===== config.mk =====
export PLATFORM = sky130hd
export DESIGN_NAME = booth_operand_feeder
export DESIGN_NICKNAME = d
export VERILOG_FILES = /design/src/rtl/booth_pkg.sv /design/src/rtl/booth_operand_fifo.sv /design/src/rtl/booth_operand_feeder.sv
export SDC_FILE = /design/constraint.sdc
export NUM_CORES = 1
export LEC_CHECK = 0
export ABC_AREA = 1
export ABC_CLOCK_PERIOD_IN_PS = 4200
export BUFFER_PORTS_ARGS = -buffer_cell sky130_fd_sc_hd__buf_4
export CORE_AREA = 2 2 133 135
export CTS_CLUSTER_DIAMETER = 50
export DETAILED_ROUTE_END_ITERATION = 8
export DIE_AREA = 0 0 135 137
export PLACE_DENSITY_LB_ADDON = 0.2
export SLEW_MARGIN = 40
export SYNTH_ARGS = -nofsm -noshare
export SYNTH_HDL_FRONTEND = slang
export SYNTH_SLANG_ARGS = --single-unit

===== constraint.sdc =====
create_clock -name clk -period 4.2 [get_ports clk]
set_clock_uncertainty 0.05 [all_clocks]
set_input_delay 0.42 -clock clk [delete_from_list [all_inputs] [get_ports clk]]
set_output_delay 0.42 -clock clk [all_outputs]
set_load 0.005 [all_outputs]

===== src/rtl/booth_pkg.sv =====
// Shared definitions for the Booth MAC and its operand feeder: default operand width,
// sequencer state encoding and the packed FIFO entry width.
package booth_pkg;

    localparam int unsigned DEFAULT_OPERAND_WIDTH = 16;

    typedef enum logic {
        ST_IDLE = 1'b0,
        ST_RUN  = 1'b1
    } booth_state_e;

    // One FIFO entry packs {a, b, last}
    function automatic int unsigned entry_width(input int unsigned op_w);
        return 2 * op_w + 1;
    endfunction

endpackage


===== src/rtl/booth_operand_fifo.sv =====
// Synchronous FIFO holding operand pairs; exposes the head and the entry behind it
// so the sequencer can reload on the same edge it retires the head.
module booth_operand_fifo #(
    parameter int unsigned WIDTH = 33,
    parameter int unsigned DEPTH = 4
) (
    input  logic                     clk,
    input  logic                     rst_n,
    input  logic                     push,
    input  logic [WIDTH-1:0]         wdata,
    input  logic                     pop,
    output logic [WIDTH-1:0]         head,
    output logic [WIDTH-1:0]         head_next,
    output logic                     full,
    output logic                     empty,
    output logic [$clog2(DEPTH):0]   count
);

    localparam int unsigned AW = $clog2(DEPTH);
    localparam int unsigned PW = AW + 1;

    logic [PW-1:0]    wr_ptr_q, wr_ptr_d;
    logic [PW-1:0]    rd_ptr_q, rd_ptr_d;
    logic [WIDTH-1:0] mem_q [DEPTH];
    logic [AW-1:0]    next_idx;
    logic             do_push, do_pop;

    // Extra pointer bit distinguishes full from empty
    assign count     = wr_ptr_q - rd_ptr_q;
    assign full      = (count == PW'(DEPTH));
    assign empty     = (wr_ptr_q == rd_ptr_q);
    assign do_push   = push && !full;
    assign do_pop    = pop && !empty;
    assign next_idx  = rd_ptr_q[AW-1:0] + AW'(1);
    assign head      = mem_q[rd_ptr_q[AW-1:0]];
    assign head_next = mem_q[next_idx];

    always_comb begin
        wr_ptr_d = wr_ptr_q + PW'(do_push);
        rd_ptr_d = rd_ptr_q + PW'(do_pop);
    end

    always_ff @(posedge clk or negedge rst_n) begin
        if (!rst_n) begin
            wr_ptr_q <= '0;
            rd_ptr_q <= '0;
        end else begin
            wr_ptr_q <= wr_ptr_d;
            rd_ptr_q <= rd_ptr_d;
        end
    end

    always_ff @(posedge clk) begin
        if (do_push) begin
            mem_q[wr_ptr_q[AW-1:0]] <= wdata;
        end
    end

endmodule


===== src/rtl/booth_operand_feeder.sv =====
// Operand sequencer for the sequential Booth MAC: buffers signed pairs and issues them one
// transaction at a time. Optional zero-operand skipping via BOOTH_FEED_ZERO_SKIP_EN.
module booth_operand_feeder
    import booth_pkg::*;
#(
    parameter int unsigned OPERAND_WIDTH = DEFAULT_OPERAND_WIDTH,
    parameter int unsigned FIFO_DEPTH    = 4,
    parameter int unsigned CNT_WIDTH     = 8
) (
    input  logic                     clk,
    input  logic                     rst_n,
    input  logic                     in_valid,
    output logic                     in_ready,
    input  logic [OPERAND_WIDTH-1:0] in_a,
    input  logic [OPERAND_WIDTH-1:0] in_b,
    input  logic                     in_last,
    output logic                     mul_en,
    output logic [OPERAND_WIDTH-1:0] mul_a,
    output logic [OPERAND_WIDTH-1:0] mul_b,
    input  logic                     mul_ready,
    output logic                     busy,
    output logic                     done,
    output logic [CNT_WIDTH-1:0]     retired_cnt
);

    localparam int unsigned EW = entry_width(OPERAND_WIDTH);
    localparam int unsigned PW = $clog2(FIFO_DEPTH) + 1;

    booth_state_e             state_q, state_d;
    logic [OPERAND_WIDTH-1:0] mul_a_q, mul_a_d;
    logic [OPERAND_WIDTH-1:0] mul_b_q, mul_b_d;
    logic                     last_q, last_d;
    logic                     done_q, done_d;
    logic [CNT_WIDTH-1:0]     cnt_q, cnt_d;

    logic                     fifo_push, fifo_pop, fifo_full, fifo_empty;
    logic [EW-1:0]            head, head_next;
    logic [PW-1:0]            fifo_count;
    logic [OPERAND_WIDTH-1:0] head_a, head_b, next_a, next_b;
    logic                     head_last, next_last;
    logic                     head_skip, next_skip;

    assign fifo_push = in_valid && !fifo_full;
    assign {head_a, head_b, head_last} = head;
    assign {next_a, next_b, next_last} = head_next;

    booth_operand_fifo #(
        .WIDTH (EW),
        .DEPTH (FIFO_DEPTH)
    ) u_fifo (
        .clk       (clk),
        .rst_n     (rst_n),
        .push      (fifo_push),
        .wdata     ({in_a, in_b, in_last}),
        .pop       (fifo_pop),
        .head      (head),
        .head_next (head_next),
        .full      (fifo_full),
        .empty     (fifo_empty),
        .count     (fifo_count)
    );

`ifdef BOOTH_FEED_ZERO_SKIP_EN
    assign head_skip = (head_a == '0) || (head_b == '0);
    assign next_skip = (next_a == '0) || (next_b == '0);
`else
    assign head_skip = 1'b0;
    assign next_skip = 1'b0;
`endif

    // Sequencer: head stays in the FIFO while in flight and is popped on mul_ready
    always_comb begin
        state_d  = state_q;
        mul_a_d  = mul_a_q;
        mul_b_d  = mul_b_q;
        last_d   = last_q;
        done_d   = 1'b0;
        cnt_d    = cnt_q;
        fifo_pop = 1'b0;
        case (state_q)
            ST_IDLE: begin
                if (!fifo_empty) begin
                    if (head_skip) begin
                        fifo_pop = 1'b1;
                        cnt_d    = cnt_q + CNT_WIDTH'(1);
                        done_d   = head_last;
                    end else begin
                        mul_a_d = head_a;
                        mul_b_d = head_b;
                        last_d  = head_last;
                        state_d = ST_RUN;
                    end
                end
            end
            ST_RUN: begin
                if (mul_ready) begin
                    fifo_pop = 1'b1;
                    cnt_d    = cnt_q + CNT_WIDTH'(1);
                    done_d   = last_q;
                    // A zero-operand successor is left for IDLE to drop
                    if ((fifo_count > PW'(1)) && !next_skip) begin
                        mul_a_d = next_a;
                        mul_b_d = next_b;
                        last_d  = next_last;
                    end else begin
                        state_d = ST_IDLE;
                    end
                end
            end
            default: state_d = ST_IDLE;
        endcase
    end

    always_ff @(posedge clk or negedge rst_n) begin
        if (!rst_n) begin
            state_q <= ST_IDLE;
            mul_a_q <= '0;
            mul_b_q <= '0;
            last_q  <= 1'b0;
            done_q  <= 1'b0;
            cnt_q   <= '0;
        end else begin
            state_q <= state_d;
            mul_a_q <= mul_a_d;
            mul_b_q <= mul_b_d;
            last_q  <= last_d;
            done_q  <= done_d;
            cnt_q   <= cnt_d;
        end
    end

    assign in_ready    = !fifo_full;
    assign mul_en      = (state_q == ST_RUN);
    assign mul_a       = mul_a_q;
    assign mul_b       = mul_b_q;
    assign busy        = (state_q == ST_RUN) || !fifo_empty;
    assign done        = done_q;
    assign retired_cnt = cnt_q;

endmodule


==> flow_metrics.tcl, run 1 <==
set metrics [dict create \
    outcome "finished with violations" \
    violations "hold timing" \
    r2r_cells 9 \
    grt_overflow 0 \
    dr_total_vias 6258 \
    synth.net_count 948 \
    synth_top_area_frac 0.470 \
    initial_core_util 0.494 \
    grt_pass1_wl_mm 29.9 \
    worst_pin_slew_ns 0.786 \
    switching_share 0.399 \
    p_clk_frac 0.211 \
    critPathArrivalTime_ns 3.00 \
    drc 0 \
    cts_setup_buffers 0 \
    power.share.sequential 0.352 \
    avgRoutedWirePerCell_um 15.4 \
    critPathRequiredTime_ns 4.27 \
    cellPowerDensity_nw_per_um2 806 \
    final.setup.tns_ns 0 \
    hold_path.class "in -> async" \
    h-tree-depth 4 \
    cts_inserted_buffers 17 \
    p_total_mw 7.96 \
    drtPass1Iterations 5 \
    viasPerCell 5.20 \
    grt_usage 0.211 \
    antenna_found_initial 0 \
    yosys_warnings 0 \
    coreArea_sq_um 17100 \
    timing.slew.headroom 0.476 \
    period_needed_ns 2.93 \
    drive_above_1_share 0.169 \
    n_fill_cell 1493 \
    clock.fmax_mhz 341 \
    ys_seq_area_frac 0.615 \
    std_cell_rows 48 \
    clkSinkCount 181 \
    netlist_area_sq_um 8430 \
    wl_mm 18.6 \
    cts_tree "yes" \
    drv_cap 0 \
    pre_cts_slack_ns 1.26 \
    root_buffer "clkbuf_16" \
    ff_latch_area_sq_um 5190 \
    hold_viol 33 \
    postLayoutCoreUtil 0.579 \
    die_height_um 137 \
    diodes 0 \
    synthCells 903 \
    cts_resized 0 \
    period_share 0.699 \
    ys_seq_elements 181 \
    numPortBuffers 80 \
    whs_ns -0.0123 \
    grt_pass1_vias 5839 \
    dieArea_sq_um 18500 \
    clkTransAtPathRegs_ns 0.07 \
    grt_max_degree 85 \
    syn_to_final_growth_pct 17.1 \
    rsz0062_at_grt "false" \
    synth_area_leaders "edfxtp_1 (47%), nand2_1 (20%), dfrtp_1 (15%)" \
    yosysTopAreaCell "edfxtp_1" \
    p_leak_nw 4.30 \
    startpoint_type "flip-flop" \
    net-switching-power_mw 3.17 \
    place.detailed.hpwl_mm 11.0 \
    design_area_sq_um 9880 \
    crit_type "reg -> reg" \
    placed_area_sq_um 9250 \
    max-vdd-ir-drop_uv 425 \
    antenna_left 0 \
    insertion_delay_ns 0.42 \
    p_int_mw 4.79 \
    die_x_um 135 \
    worstSetupEndpointType "flip-flop" \
    crit_path_max_fanout 22 \
    synth_cell_types 29 \
    comb_power_share 0.437 \
    clock_path_buffers 2 \
    slew_violations 0 \
    multi_input_area_sq_um 2920 \
    ios 81 \
    place_congestion 0.769 \
    fin_ws_ns 1.27 \
    syn_area_per_cell_sq_um 9.34 \
    cts_hold_buf 0 \
    setup_viol 0 \
    fin_nets 1010 \
    drt_iter0_drc 406 \
]
[Yosys cell counts, drive strengths merged]
| master | number |
|---|---|
| inv | 18 |
| edfxtp | 132 |
| mux2 | 1 |
| nor3 | 1 |
| fa | 1 |
| o21ai | 41 |
| xor2 | 7 |
| a21oi | 33 |
| or2 | 8 |
| buf | 35 |
| ha | 7 |
| dfrtp | 49 |
| clkbuf | 16 |
| nand4 | 1 |
| xnor2 | 1 |
| nand3 | 99 |
| nand2 | 443 |
| nor2 | 9 |
| a31oi | 1 |
[cells by family (layout without fill, tap and decap cells)]
logic type,Yosys count,in the layout,share of synthesized area
DFF,181,181,0.615
adders and majority gates,8,8,0.0128
buffers and inverters,69,144,0.0420
xor gates and xnor gates,8,8,0.00831
AOI/OAI and AO/OA,75,75,0.0504
muxes,1,1,0.00134
and+or+nand+nor,561,561,0.270
[metrics by stage]
step / std cells / hold WS, ns
global placement: 1166 / 0.422
CTS: 1203 / 0.00773
floorplan: 903 / 0.0744
finish: 1203 / -0.0123
detailed placement: 1171 / 0.422
global route: 1203 / 0.0241
[cells in the final DEF, fill, tap and decap left out]
master and n:
a21oi_1 33, a31oi_1 1, buf_12 1, buf_16 2
buf_4 87, buf_6 1, buf_8 3, bufinv_16 4
clkbuf_1 1, clkbuf_16 17, clkinv_2 2, clkinv_4 3
clkinvlp_4 1, dfrtp_1 47, dfrtp_2 2, edfxtp_1 132
fa_1 1, ha_1 7, inv_1 11, inv_2 7
inv_6 4, mux2_2 1, nand2_1 440, nand2_2 3
nand3_1 98, nand3_2 1, nand4_2 1, nor2_1 4
nor2_4 5, nor3_1 1, o21ai_0 8, o21ai_1 20
o21ai_2 13, or2_1 1, or2_2 7, xnor2_1 1
xor2_1 7
[worst max-delay path: stages, from the launching register on]
cell and delay, ns:
dfrtp_1 0.39, inv_1 0.09, ha_1 0.20, fa_1 0.38, nand3_1 0.11, nand2_1 0.05
nand3_1 0.08, nand2_1 0.24, nor2_4 0.68, buf_4 0.36
[final timing paths]
| check | from | slack [ns] | end |
|---|---|---|---|
| worst max-delay path | u_fifo.wr_ptr_q[0] | 1.27 | u_fifo.mem_q[1][7] |
| worst min-delay path | rst_n | -0.01 | mul_b[5] |
| worst max register to register | u_fifo.wr_ptr_q[0] | 1.27 | u_fifo.mem_q[1][7] |
| worst min register to register | mul_a[12] | 0.43 | mul_a[12] |
| max in group asynchronous | rst_n | 3.63 | u_fifo.rd_ptr_q[1] |
| min in group clk | in_a[4] | 0.14 | u_fifo.mem_q[3][21] |
[cell type report]
class	count	area share
well taps	225	0.0285
multi-input cells	653	0.296
inverters	18	0.00684
clock buffers	18	0.0434
repair buffers	94	0.0794
flip-flops and latches	181	0.526
clock inverters	14	0.0201
[power groups by stage]
stage               logic (mW)  clock network, mW  registers, mW
CTS                       3.51               1.70           2.80
detailed placement        3.50                  0           2.83
global placement          3.38                  0           2.83
finish                    3.48               1.68           2.80
floorplan                 2.46                  0           2.82
global route              3.96               1.78           2.86
[metal layers]
| layer | track usage | share of wire | vias to the layer above | wire length [um] |
|---|---|---|---|---|
| met5 | 0 | 0 | - | 0 |
| met4 | 0.0683 | 0.013 | 0 | 237 |
| met1 | 0.275 | 0.44 | 2941 | 8200 |
| met3 | 0.0381 | 0.053 | 22 | 977 |
| met2 | 0.360 | 0.49 | 185 | 9150 |
| li1 | - | - | 3110 | - |
[sequential cells by signal, indices dropped and copies added (netlist names)]
register	cells
mul_b	16
mul_a	16
mul_en	1
u_fifo.mem_q	132
u_fifo.wr_ptr_q	3
last_q	1
done	1
u_fifo.rd_ptr_q	3
retired_cnt	8
No activity file was read; power rests on OpenSTA's default activity.
==> inputs of run 2 (changes only) <==
--- a/config.mk
+++ b/config.mk
@@ -6,7 +6,7 @@
 export NUM_CORES = 1
 export LEC_CHECK = 0
 export ABC_AREA = 1
-export ABC_CLOCK_PERIOD_IN_PS = 4200
+export ABC_CLOCK_PERIOD_IN_PS = 3000
 export BUFFER_PORTS_ARGS = -buffer_cell sky130_fd_sc_hd__buf_4
 export CORE_AREA = 2 2 133 135
 export CTS_CLUSTER_DIAMETER = 50
==> constraint.sdc (replaced) <==
create_clock -name clk -period 3 [get_ports clk]
set_clock_uncertainty 0.05 [all_clocks]
set_input_delay 0.3 -clock clk [delete_from_list [all_inputs] [get_ports clk]]
set_output_delay 0.3 -clock clk [all_outputs]
set_load 0.005 [all_outputs]
==> run 2 against run 1 <==
Net effect: the run now ends clean; sequential share of layout area up 0.38 points; via count increased by 1.3%; hold slack gained 0.036 ns; global-route usage increased by 0.49 points; largest cell class unchanged.
==> flow_metrics.tcl, run 2 (synthesis results as in run 1) <==
set metrics [dict create \
    layout_common_cells "nand2_1 (440), edfxtp_1 (132), nand3_1 (98)" \
    crit_path_max_fanout 21 \
    dr_total_vias 6342 \
    cts_tree "yes" \
    crit_type "reg -> reg" \
    initial_core_util 0.494 \
    grt_usage 0.216 \
    final_cells 1208 \
    grt_pass1_vias 5919 \
    place_congestion 0.795 \
    r2r_cells 9 \
    reg2reg_to "u_fifo.mem_q[1][21]" \
    avgRoutedWirePerCell_um 16.1 \
    fin_nets 1015 \
    hold_path.class "in -> reg" \
    startpoint_type "flip-flop" \
    mostFrequentLayoutCell "nand2_1" \
    grt_max_degree 85 \
    rsz0062_at_grt "false" \
    cellPowerDensity_nw_per_um2 1110 \
    multi_input_area_sq_um 2920 \
    antenna_found_initial 0 \
    cts_inserted_buffers 17 \
    clkTransAtPathRegs_ns 0.06 \
    min_path_cells 1 \
    viasPerCell 5.25 \
    root_buffer "clkbuf_16" \
    worst_pin_slew_ns 0.731 \
    hold_viol 0 \
    coreArea_sq_um 17100 \
    p_total_mw 10.9 \
    hp-start "in_a[3]" \
    clkSinkCount 181 \
    p_leak_nw 4.28 \
    final.setup.tns_ns 0 \
    place.detailed.hpwl_mm 11.2 \
    outcome "completed" \
    reg2reg_from "u_fifo.wr_ptr_q[0]" \
    drt_iter0_drc 551 \
    timing.slew.headroom 0.512 \
    drtPass1Iterations 5 \
    period_needed_ns 2.58 \
    drive_above_1_share 0.168 \
    drv_cap 0 \
    grt_pass1_wl_mm 30.5 \
    antenna_left 0 \
    worstSetupEndpointType "flip-flop" \
    std_cell_rows 48 \
    ff_latch_area_sq_um 5190 \
    reg2reg_slack_ns 0.42 \
    largest_register_ffs 132 \
    numPortBuffers 80 \
    clock_path_buffers 2 \
    syn_to_final_growth_pct 16.3 \
    cts_resized 0 \
    die_height_um 137 \
    dieArea_sq_um 18500 \
    postLayoutCoreUtil 0.575 \
    clock.fmax_mhz 388 \
    critPathRequiredTime_ns 3.08 \
    insertion_delay_ns 0.43 \
    wl_mm 19.4 \
    drc 0 \
    slew_violations 0 \
    design_area_sq_um 9810 \
    diodes 0 \
    critPathArrivalTime_ns 2.66 \
    die_x_um 135 \
    placed_cells 1174 \
    period_share 0.859 \
    h-tree-depth 4 \
    ios 81 \
    n_fill_cell 1486 \
    max-vdd-ir-drop_uv 604 \
    holdPathEnd "u_fifo.mem_q[1][20]" \
    grt_overflow 0 \
    setup_viol 0 \
    placed_area_sq_um 9250 \
    cts_setup_buffers 0 \
]
==> run 2: cell types whose count changed in the layout (fill, tap and decap cells not counted), sizes merged <==
cell	previous run	this run
dlygate4sd3	0	2
clkinv	5	9
bufinv	4	1
buf	94	97
clkinvlp	1	2
inv	22	20
==> run 2: final cells by class <==
cell class	count	area share
clock buffers	18	0.0438
repair buffers	99	0.0818
well taps	225	0.0287
inverters	18	0.00689
multi-input cells	653	0.298
clock inverters	14	0.0114
flip-flops and latches	181	0.529
==> run 2: worst max-delay path by stage <==
stage | endpoint | start | cells after the start | slack, ns
5_1_grt | u_fifo.mem_q[3][13] | u_fifo.wr_ptr_q[0] | 9 | 0.28
6_report | u_fifo.mem_q[1][21] | u_fifo.wr_ptr_q[0] | 9 | 0.42
3_3_place_gp | u_fifo.mem_q[1][23] | u_fifo.wr_ptr_q[0] | 9 | 0.49
4_1_cts | u_fifo.mem_q[2][32] | u_fifo.wr_ptr_q[0] | 9 | 0.42
2_1_floorplan | u_fifo.mem_q[0][0] | u_fifo.wr_ptr_q[0] | 8 | -0.23
3_5_place_dp | u_fifo.mem_q[2][13] | u_fifo.wr_ptr_q[0] | 9 | 0.45
==> run 2: routing by layer <==
layer,global-route usage,vias to the layer above,share of wire
li1,-,3124,-
met1,0.274,2986,0.43
met2,0.372,208,0.50
met3,0.0404,24,0.049
met4,0.0781,0,0.015
met5,0,-,0
==> run 2: worst max-delay path: stages, from the launching register on <==
cell and delay [ns]:
dfrtp_1 0.40, inv_1 0.09, ha_1 0.20, fa_1 0.40
nand3_1 0.12, nand2_1 0.06, nand3_1 0.09, nand2_1 0.26
nor2_4 0.37, buf_12 0.24
==> run 2: power by group <==
group	internal [mW]	switching, mW
registers	3.54	0.388
clock network	1.13	0.932
logic	1.76	3.17
total	6.43	4.49
==> run 2: timing repair <==
item                       in CTS  in global routing
hold endpoints to repair       53                  0
setup endpoints to repair       0                  0
hold buffers                    2                  0
==> run 2: stage by stage <==
| stage | hold slack [ns] | setup slack [ns] |
|---|---|---|
| 2_1_floorplan | -0.0456 | -0.227 |
| 3_3_place_gp | 0.338 | 0.493 |
| 3_5_place_dp | 0.348 | 0.447 |
| 4_1_cts | 0.0000121 | 0.425 |
| 5_1_grt | 0.00896 | 0.283 |
| 6_report | 0.0240 | 0.423 |
